<file path="config.mk">
export PLATFORM = sky130hd
export DESIGN_NAME = refresh_fsm
export DESIGN_NICKNAME = d
export VERILOG_FILES = /design/src/rtl/refresh_fsm.sv
export SDC_FILE = /design/constraint.sdc
export NUM_CORES = 1
export LEC_CHECK = 0
export CAP_MARGIN = 20
export CORE_ASPECT_RATIO = 1.2
export CORE_MARGIN = 2
export CORE_UTILIZATION = 45
export DETAILED_ROUTE_END_ITERATION = 16
export GPL_TIMING_DRIVEN = 0
export PLACE_DENSITY_LB_ADDON = 0.25
export SYNTH_ARGS = -nofsm -noshare
export SYNTH_HDL_FRONTEND = slang
export SYNTH_SLANG_ARGS = --single-unit
export TNS_END_PERCENT = 20
</file>
<file path="constraint.sdc">
create_clock -name CK_t -period 3.8 [get_ports CK_t]
set_input_delay 0.76 -clock CK_t [delete_from_list [all_inputs] [get_ports CK_t]]
set_output_delay 0.76 -clock CK_t [all_outputs]
set_load 0.03 [all_outputs]
</file>
<file path="src/rtl/refresh_fsm.sv">
// DDR refresh sequencer: tracks refresh debt against tREFI and issues
// PREA -> REF (x pending) with tRP/tRFC spacing when the controller hands over.
module refresh_fsm #(
    parameter int T_REFI   = 6240,
    parameter int T_ALMOST = 64,
    parameter int T_RP     = 16,
    parameter int T_RFC    = 280,
    parameter int MAX_PEND = 8
) (
    input  logic CK_t,
    input  logic reset_n,
    input  logic clear_refresh,
    input  logic refresh_go,
    output logic refresh_almost,
    output logic refresh_done,
    output logic refresh_active,
    output logic refresh_overflow,
    output logic cs_n,
    output logic act_n,
    output logic ras_n,
    output logic cas_n,
    output logic we_n,
    output logic a10
);

    localparam int IW = $clog2(T_REFI);
    localparam int PW = $clog2(MAX_PEND + 1);
    localparam int WW = $clog2(T_RFC);

    localparam logic [IW-1:0] REFI_LAST = IW'(T_REFI - 1);
    localparam logic [IW-1:0] ALMOST_AT = IW'(T_REFI - T_ALMOST);
    localparam logic [PW-1:0] PEND_MAX  = PW'(MAX_PEND);
    localparam logic [WW-1:0] TRP_LOAD  = WW'(T_RP - 2);
    localparam logic [WW-1:0] TRFC_LOAD = WW'(T_RFC - 2);

    // {cs_n, act_n, ras_n, cas_n, we_n, a10}
    localparam logic [5:0] CMD_DES  = 6'b111110;
    localparam logic [5:0] CMD_PREA = 6'b010101;
    localparam logic [5:0] CMD_REF  = 6'b010010;

    typedef enum logic [2:0] {
        RF_IDLE,
        RF_PRE,
        RF_TRP,
        RF_REF,
        RF_TRFC,
        RF_DONE
    } state_t;

    state_t          state;
    logic [IW-1:0]   interval_cnt;
    logic [IW-1:0]   interval_nxt;
    logic [PW-1:0]   pend_cnt;
    logic [PW-1:0]   pend_nxt;
    logic [WW-1:0]   wait_cnt;
    logic            overflow_nxt;
    logic            almost_nxt;
    logic            wrap;
    logic            ref_now;

    // A REF with nothing pending pays for the current interval, so it restarts
    // the interval and absorbs a wrap landing on the same edge.
    always_comb begin
        wrap         = (interval_cnt == REFI_LAST);
        ref_now      = (state == RF_REF);
        interval_nxt = wrap ? '0 : interval_cnt + 1'b1;
        pend_nxt     = pend_cnt;
        overflow_nxt = refresh_overflow;
        if (clear_refresh) begin
            interval_nxt = '0;
            pend_nxt     = '0;
        end else if (ref_now) begin
            if (pend_cnt == '0) begin
                interval_nxt = '0;
            end else if (!wrap) begin
                pend_nxt = pend_cnt - 1'b1;
            end
        end else if (wrap) begin
            if (pend_cnt == PEND_MAX) begin
                overflow_nxt = 1'b1;
            end else begin
                pend_nxt = pend_cnt + 1'b1;
            end
        end
        almost_nxt = (pend_nxt != '0) || (interval_nxt >= ALMOST_AT);
    end

    always_ff @(posedge CK_t or negedge reset_n) begin
        if (!reset_n) begin
            state            <= RF_IDLE;
            interval_cnt     <= '0;
            pend_cnt         <= '0;
            wait_cnt         <= '0;
            refresh_almost   <= 1'b0;
            refresh_done     <= 1'b0;
            refresh_active   <= 1'b0;
            refresh_overflow <= 1'b0;
            {cs_n, act_n, ras_n, cas_n, we_n, a10} <= CMD_DES;
        end else begin
            interval_cnt     <= interval_nxt;
            pend_cnt         <= pend_nxt;
            refresh_overflow <= overflow_nxt;
            refresh_almost   <= almost_nxt;
            refresh_done     <= 1'b0;
            {cs_n, act_n, ras_n, cas_n, we_n, a10} <= CMD_DES;
            case (state)
                RF_IDLE: begin
                    if (refresh_go) begin
                        state          <= RF_PRE;
                        refresh_active <= 1'b1;
                        {cs_n, act_n, ras_n, cas_n, we_n, a10} <= CMD_PREA;
                    end
                end
                RF_PRE: begin
                    state    <= RF_TRP;
                    wait_cnt <= TRP_LOAD;
                end
                RF_TRP: begin
                    if (wait_cnt == '0) begin
                        state <= RF_REF;
                        {cs_n, act_n, ras_n, cas_n, we_n, a10} <= CMD_REF;
                    end else begin
                        wait_cnt <= wait_cnt - 1'b1;
                    end
                end
                RF_REF: begin
                    state    <= RF_TRFC;
                    wait_cnt <= TRFC_LOAD;
                end
                RF_TRFC: begin
                    if (wait_cnt == '0) begin
                        if (pend_cnt != '0) begin
                            state <= RF_REF;
                            {cs_n, act_n, ras_n, cas_n, we_n, a10} <= CMD_REF;
                        end else begin
                            state        <= RF_DONE;
                            refresh_done <= 1'b1;
                        end
                    end else begin
                        wait_cnt <= wait_cnt - 1'b1;
                    end
                end
                RF_DONE: begin
                    state          <= RF_IDLE;
                    refresh_active <= 1'b0;
                end
                default: begin
                    state          <= RF_IDLE;
                    refresh_active <= 1'b0;
                end
            endcase
        end
    end

endmodule

</file>
==> summary.md, run 1 <==
| Metric | Value |
|---|---|
| Status | finished, final reports clean |
| H-tree depth | 2 |
| Seq/Total Area, Yosys | 0.418 |
| CTS root buf | clkbuf_8 |
| Final Power | 0.00159 W |
| Routed vias/inst | 5.59 |
| Layout Cell Area excl Fill | 2500 um^2 |
| Clk sinks | 37 |
| Gpl congestion | 0.883 |
| Drt wl/cell | 13.8 um |
| Clk pin slew, worst setup/hold paths | 0.08 ns |
| Crit path DAT | 2.91 ns |
| Synth Instances | 253 |
| Crit start category | flip-flop |
| IO Count | 14 |
| Post-cts sizing count | 0 |
| Max clock buf depth | 2 |
| Remaining global-route overflow | 0 |
| Yosys top cell area share | 0.383 |
| Net Sw Frac | 0.403 |
| NumNets Final | 280 |
| Internal power | 0.000951 W |
| Initial antenna violation count | 0 |
| Wirelength, routed | 4580 um |
| Top-count cell post-synth | nor2_1 |
| Leak Pwr | 1.04 nW |
| # port buffers | 11 |
| Psw | 0.000642 W |
| Slew @ Worst Pin | 0.808 ns |
| Worst Path Required | 3.96 ns |
| Maximum number of pins on one net before global-route repair | 38 |
| Number of synthesized flops with an enable pin | 0 |
| Initial DRC Count | 193 |
| Max cap viols | 0 |
| Commonest cells in the netlist | nor2_1 (42), dfrtp_1 (34), nand2_1 (18), o21ai_0 (16), nand3_1 (13) |
| Syn Nets | 262 |
| Area contributors post-synth | dfrtp_1 (38%), nor2_1 (7.1%), xnor2_1 (3.9%), o21ai_0 (3.6%), dfstp_2 (3.5%) |
| Vias in the first global route | 1,774 |
| Layout area overhead | 12.7% |
| Die Ht | 81 um |
| Clk Latency, worst-skew pair | 0.29 ns |
| Die Wd | 68.2 um |
| Dominant cell type by area after synthesis | dfrtp_1 |
| PD cells | 636 nW/um^2 |
| Tmin final | 2.75 ns |
| Clock skew | 0.00749 ns |
| Setup CP Type | flip-flop to flip-flop |
| Comb pwr share | 0.453 |
| Die ar. | 5520 um^2 |
| Final Hold Fails | 0 |
| First-pass GRT wire length | 8090 um |
| CTS tree | built |
| Layout cells sized above 1 | 0.110 |
| DRC viols | 0 |
| Initial core utilization | 0.460 |
| Final setup vio count | 0 |
| Syn Area/Cell | 8.79 um^2 |
| Site row count | 28 |
| Max FO, Critical Path | 10 |
| Detail Placement HPWL | 3300 um |
| Fin. max-slew vios | 0 |
| Synthesized flop and latch total | 37 |
| Ys flop type | dfrtp_1 |
| Seq pwr share | 0.357 |
| DRT antenna net count | 0 |
| Area of the mapped netlist | 2220 um^2 |
| Netlist cell types | 56 |
| Slew headroom | 0.461 |
| Core area | 4830 um^2 |
| Critical path endpoint category | flip-flop |
| Inserted Clock Buffers | 5 |
| RSZ-0062 raised after global routing | no |
| Period Utilization, post-route | 0.722 |
| Clk pwr share | 0.191 |
| FMAX | 0.364 GHz |
| VDD IR-drop max | 0.306 mV |
| Post-CTS Setup Bufs | 0 |
| DP Area | 2400 um^2 |
| Total GRT Usage | 0.192 |
| CTS Hold Buffers Added | 0 |
| FFs w/ async S/R, synth | 1.00 |
| Via count | 1,857 |
| Hold WC Path Type | flip-flop to flip-flop |
| N_diodes | 0 |
| Synth warn | 0 |
| Util after Layout | 0.518 |
| FILL cells | 473 |
| Drt pass-1 iters | 4 |
| Setup TNS | 0 ns |
==> worst paths after layout <==
kind / from / end / slack [ns] / cells past startpoint
worst max-delay path: interval_cnt[10] / refresh_almost / 1.05 / 6
worst min-delay path: refresh_overflow / refresh_overflow / 0.47 / 2
worst max register to register: interval_cnt[10] / refresh_almost / 1.05 / 6
worst min register to register: refresh_overflow / refresh_overflow / 0.47 / 2
max in group asynchronous: reset_n / refresh_overflow / 2.73 / 1
min in group asynchronous: reset_n / interval_cnt[6] / 0.55 / 1
==> per-stage QoR <==
stage                     cells  hold slack, ns  worst slack [ns]
after floorplan             253           0.461              1.30
after CTS                   332           0.473              1.05
after global routing        332           0.514             0.950
after detailed placement    324           0.457              1.07
after global placement      324           0.457              1.06
final                       332           0.470              1.05
==> layout by cell type (no fill, tap or decap), types with 2 or more instances in the layout <==
cell type | synthesis | routed
o21ai_0 | 16 | 16
ha_1 | 5 | 5
nand3b_1 | 2 | 2
o22ai_1 | 2 | 2
or3_1 | 4 | 4
dfrtp_1 | 34 | 34
clkdlybuf4s50_1 | 0 | 10
or4_1 | 4 | 4
buf_4 | 3 | 3
nor3_1 | 11 | 11
xnor2_1 | 10 | 10
nor2b_1 | 2 | 2
nor4_1 | 2 | 2
a221oi_1 | 3 | 3
o311a_1 | 2 | 2
a31oi_1 | 3 | 3
dfstp_2 | 3 | 3
nand3_1 | 13 | 13
nand2b_1 | 2 | 2
and3_1 | 3 | 3
clkbuf_8 | 0 | 7
nor2_1 | 42 | 42
clkbuf_1 | 8 | 8
a21oi_1 | 11 | 11
mux2i_1 | 4 | 4
nand2_1 | 18 | 18
xor2_1 | 5 | 5
inv_1 | 11 | 11
==> registers in the layout (all words and copies together), names as in the netlist <==
signal            count
cas_n                 1
state                 3
refresh_overflow      1
wait_cnt              9
interval_cnt         13
ras_n                 1
we_n                  1
pend_cnt              4
refresh_active        1
refresh_almost        1
a10                   1
refresh_done          1
==> final cells by class <==
class                           count  area [um^2]  area share
Timing Repair Buffer               11          105      0.0420
Sequential cell                    37          930       0.371
Inverter                           12         45.0      0.0180
Clock buffer                        7         96.3      0.0385
Clock inverter                      1         5.00     0.00200
Buffer                             14         76.3      0.0305
Tap cell                           60         75.1      0.0300
Multi-Input combinational cell    190         1170       0.468
==> metal layers <==
metal	vias up	routed length (um)	track usage
li1	928	-	-
met1	885	2050	0.240
met2	37	2310	0.328
met3	7	163	0.0388
met4	0	61	0.0620
met5	-	0	0
==> logic make-up after synthesis <==
| family | after synthesis | synth area share |
|---|---|---|
| and+or+nand+nor | 111 | 0.253 |
| AOI/OAI and AO/OA | 52 | 0.155 |
| DFF | 37 | 0.418 |
| buffers and inverters | 26 | 0.0546 |
| xor gates and xnor gates | 16 | 0.0664 |
| adders and majority gates | 5 | 0.0281 |
| muxes | 5 | 0.0231 |
| other | 1 | 0.00169 |
==> power groups by stage <==
stage | logic (W) | clock network, W | registers, W
detailed placement | 0.000720 | 0 | 0.000573
CTS | 0.000721 | 0.000315 | 0.000567
floorplan | 0.000501 | 0 | 0.000604
finish | 0.000721 | 0.000304 | 0.000568
global placement | 0.000709 | 0 | 0.000571
global route | 0.000814 | 0.000334 | 0.000583
==> critical path, cell delays in order, from the launching register on <==
cell and delay, ns:
dfrtp_1 0.43, or4_4 0.56, nor4_4 0.56, mux2i_1 0.34, xnor2_2 0.15, o22ai_1 0.11
or4_1 0.46
No activity file was read; power rests on OpenSTA's default activity.
==> inputs of run 2 (changes only) <==
- clock period: 3.8 -> 2.6 ns (I/O delays scaled with it)
==> run 2 against run 1 <==
  * Core utilization is 0.96 points higher
  * Design area increased by 1.8%
  * Critical endpoint unchanged
  * Largest power group unchanged
  * Sequential cell count unchanged
  * Largest cell class unchanged
  * Register-to-register slack got worse by 0.92 ns
  * Power grew 48%
  * Die area unchanged
  * Critical path depth is 3 higher
  * Fmax grew 11%
  * Sequential power grew 48%
  * Cell count is 0.90% higher
  * Hold slack worse by 0.16 ns
  * Highest routed layer unchanged
==> summary.md, run 2 (synthesis gave the netlist of run 1 again) <==
| Metric | Value |
|---|---|
| Status | finished, final reports clean |
| Detail Placement HPWL | 3300 um |
| Maximum number of pins on one net before global-route repair | 38 |
| Routed vias/inst | 5.67 |
| First-pass GRT wire length | 8160 um |
| RSZ-0062 raised after global routing | no |
| Layout cells sized above 1 | 0.135 |
| PD cells | 922 nW/um^2 |
| Tmin final | 2.47 ns |
| Max cap viols | 0 |
| WHS | 0.311 ns |
| Period Utilization, post-route | 0.950 |
| Inserted Clock Buffers | 5 |
| Max clock buf depth | 2 |
| Via count | 1,899 |
| NumNets Final | 283 |
| Worst Path Required | 2.76 ns |
| Regs by FF count | interval_cnt: 13 flops, wait_cnt: 9 flops, pend_cnt: 4 flops |
| H-tree depth | 2 |
| Drt pass-1 iters | 4 |
| Layout Cell Area excl Fill | 2550 um^2 |
| Total GRT Usage | 0.193 |
| Initial antenna violation count | 0 |
| DP Area | 2400 um^2 |
| Critical path endpoint category | flip-flop |
| CTS root buf | clkbuf_8 |
| Max FO, Critical Path | 8 |
| DRT antenna net count | 0 |
| Hold WC Path Type | input port to asynchronous set/reset pin |
| Final Hold Fails | 0 |
| FMAX | 0.405 GHz |
| Die ar. | 5520 um^2 |
| Die Ht | 81 um |
| N_diodes | 0 |
| Clk Latency, worst-skew pair | 0.29 ns |
| Gpl congestion | 0.883 |
| Number of flip-flops in the largest register | 13 |
| # port buffers | 11 |
| Crit start category | flip-flop |
| DRC viols | 0 |
| Site row count | 28 |
| Largest Register | interval_cnt |
| Initial core utilization | 0.460 |
| Core area | 4830 um^2 |
| Initial DRC Count | 131 |
| Setup TNS | 0 ns |
| Commonest non-fill, non-tap cell in the layout | nor2_1 |
| Clk sinks | 37 |
| CTS tree | built |
| Die Wd | 68.2 um |
| Clk pin slew, worst setup/hold paths | 0.08 ns |
| Layout area overhead | 14.7% |
| Leak Pwr | 1.06 nW |
| Wirelength, routed | 4720 um |
| Most frequent cells in the layout | nor2_1 (42), dfrtp_1 (34), nand2_1 (18) |
| Slew @ Worst Pin | 0.808 ns |
| Crit path DAT | 2.63 ns |
| Setup CP Type | flip-flop to flip-flop |
| VDD IR-drop max | 0.449 mV |
| Final setup vio count | 0 |
| Setup slack after layout | 0.131 ns |
| Vias in the first global route | 1,799 |
| Fin. max-slew vios | 0 |
| CTS Hold Buffers Added | 0 |
| Slew headroom | 0.461 |
| Drt wl/cell | 14.1 um |
| IO Count | 14 |
| Clock skew | 0.00639 ns |
| Pre-CTS setup slack | -0.130 ns |
| Remaining global-route overflow | 0 |
-- run 2: through the flow --
step,std cells,total power (W),util
5_1_grt,335,0.00254,0.528
4_1_cts,335,0.00234,0.523
2_1_floorplan,253,0.00162,-
6_report,335,0.00235,0.528
3_3_place_gp,324,0.00187,0.498
3_5_place_dp,324,0.00189,0.497
-- run 2: critical path: stages, from the launching register on --
cell      delay, ns
dfrtp_1        0.41
ha_2           0.24
nand3_2        0.12
nor4_4         0.05
buf_4          0.16
buf_4          0.14
or4_1          0.44
o21ai_0        0.16
a211oi_1       0.11
or4_1          0.50
-- run 2: final cells by class --
class | instances | area, um^2
inverter | 12 | 45.0
timing repair buffer | 14 | 128
clock inverter | 1 | 5.00
clock buffer | 7 | 96.3
fill | 473 | 2280
buffer | 14 | 76.3
tap | 60 | 75.1
sequential | 37 | 930
multi-input combinational | 190 | 1200
-- run 2: path summary, 6_finish.rpt --
kind / slack [ns] / depth (start not counted) / end / startpoint
worst max-delay path: 0.13 / 9 / refresh_almost / interval_cnt[0]
worst min-delay path: 0.31 / 1 / interval_cnt[6] / reset_n
worst max register to register: 0.13 / 9 / refresh_almost / interval_cnt[0]
worst min register to register: 0.47 / 2 / refresh_overflow / refresh_overflow
max in group asynchronous: 1.77 / 1 / refresh_overflow / reset_n
min in group CK_t: 0.47 / 2 / refresh_overflow / refresh_overflow
-- run 2: report_power, final --
part	total, W	internal [W]	switching, W
Sequential	0.000838	0.000720	0.000118
Clock	0.000448	0.000240	0.000208
Combinational	0.00107	0.000435	0.000632
Total	0.00235	0.00139	0.000958
-- run 2: layer usage --
layer  GRT usage  share of wire
met1       0.241           0.44
met3      0.0374          0.029
met2       0.332           0.51
met4      0.0620          0.013
met5           0              0
-- run 2: timing repair --
| action | CTS | global route |
|---|---|---|
| pin swaps | 1 | 1 |
| setup buffers | 3 | 0 |
| setup endpoints to repair | 1 | 2 |
| cloned | 0 | 0 |
| gates resized for setup | 0 | 5 |
==> inputs of run 3 (changes only) <==
- HOLD_SLACK_MARGIN: unset -> 0.03
==> results of run 3 <==
No change in the layout: final DEF, timing and power equal those of run 2.
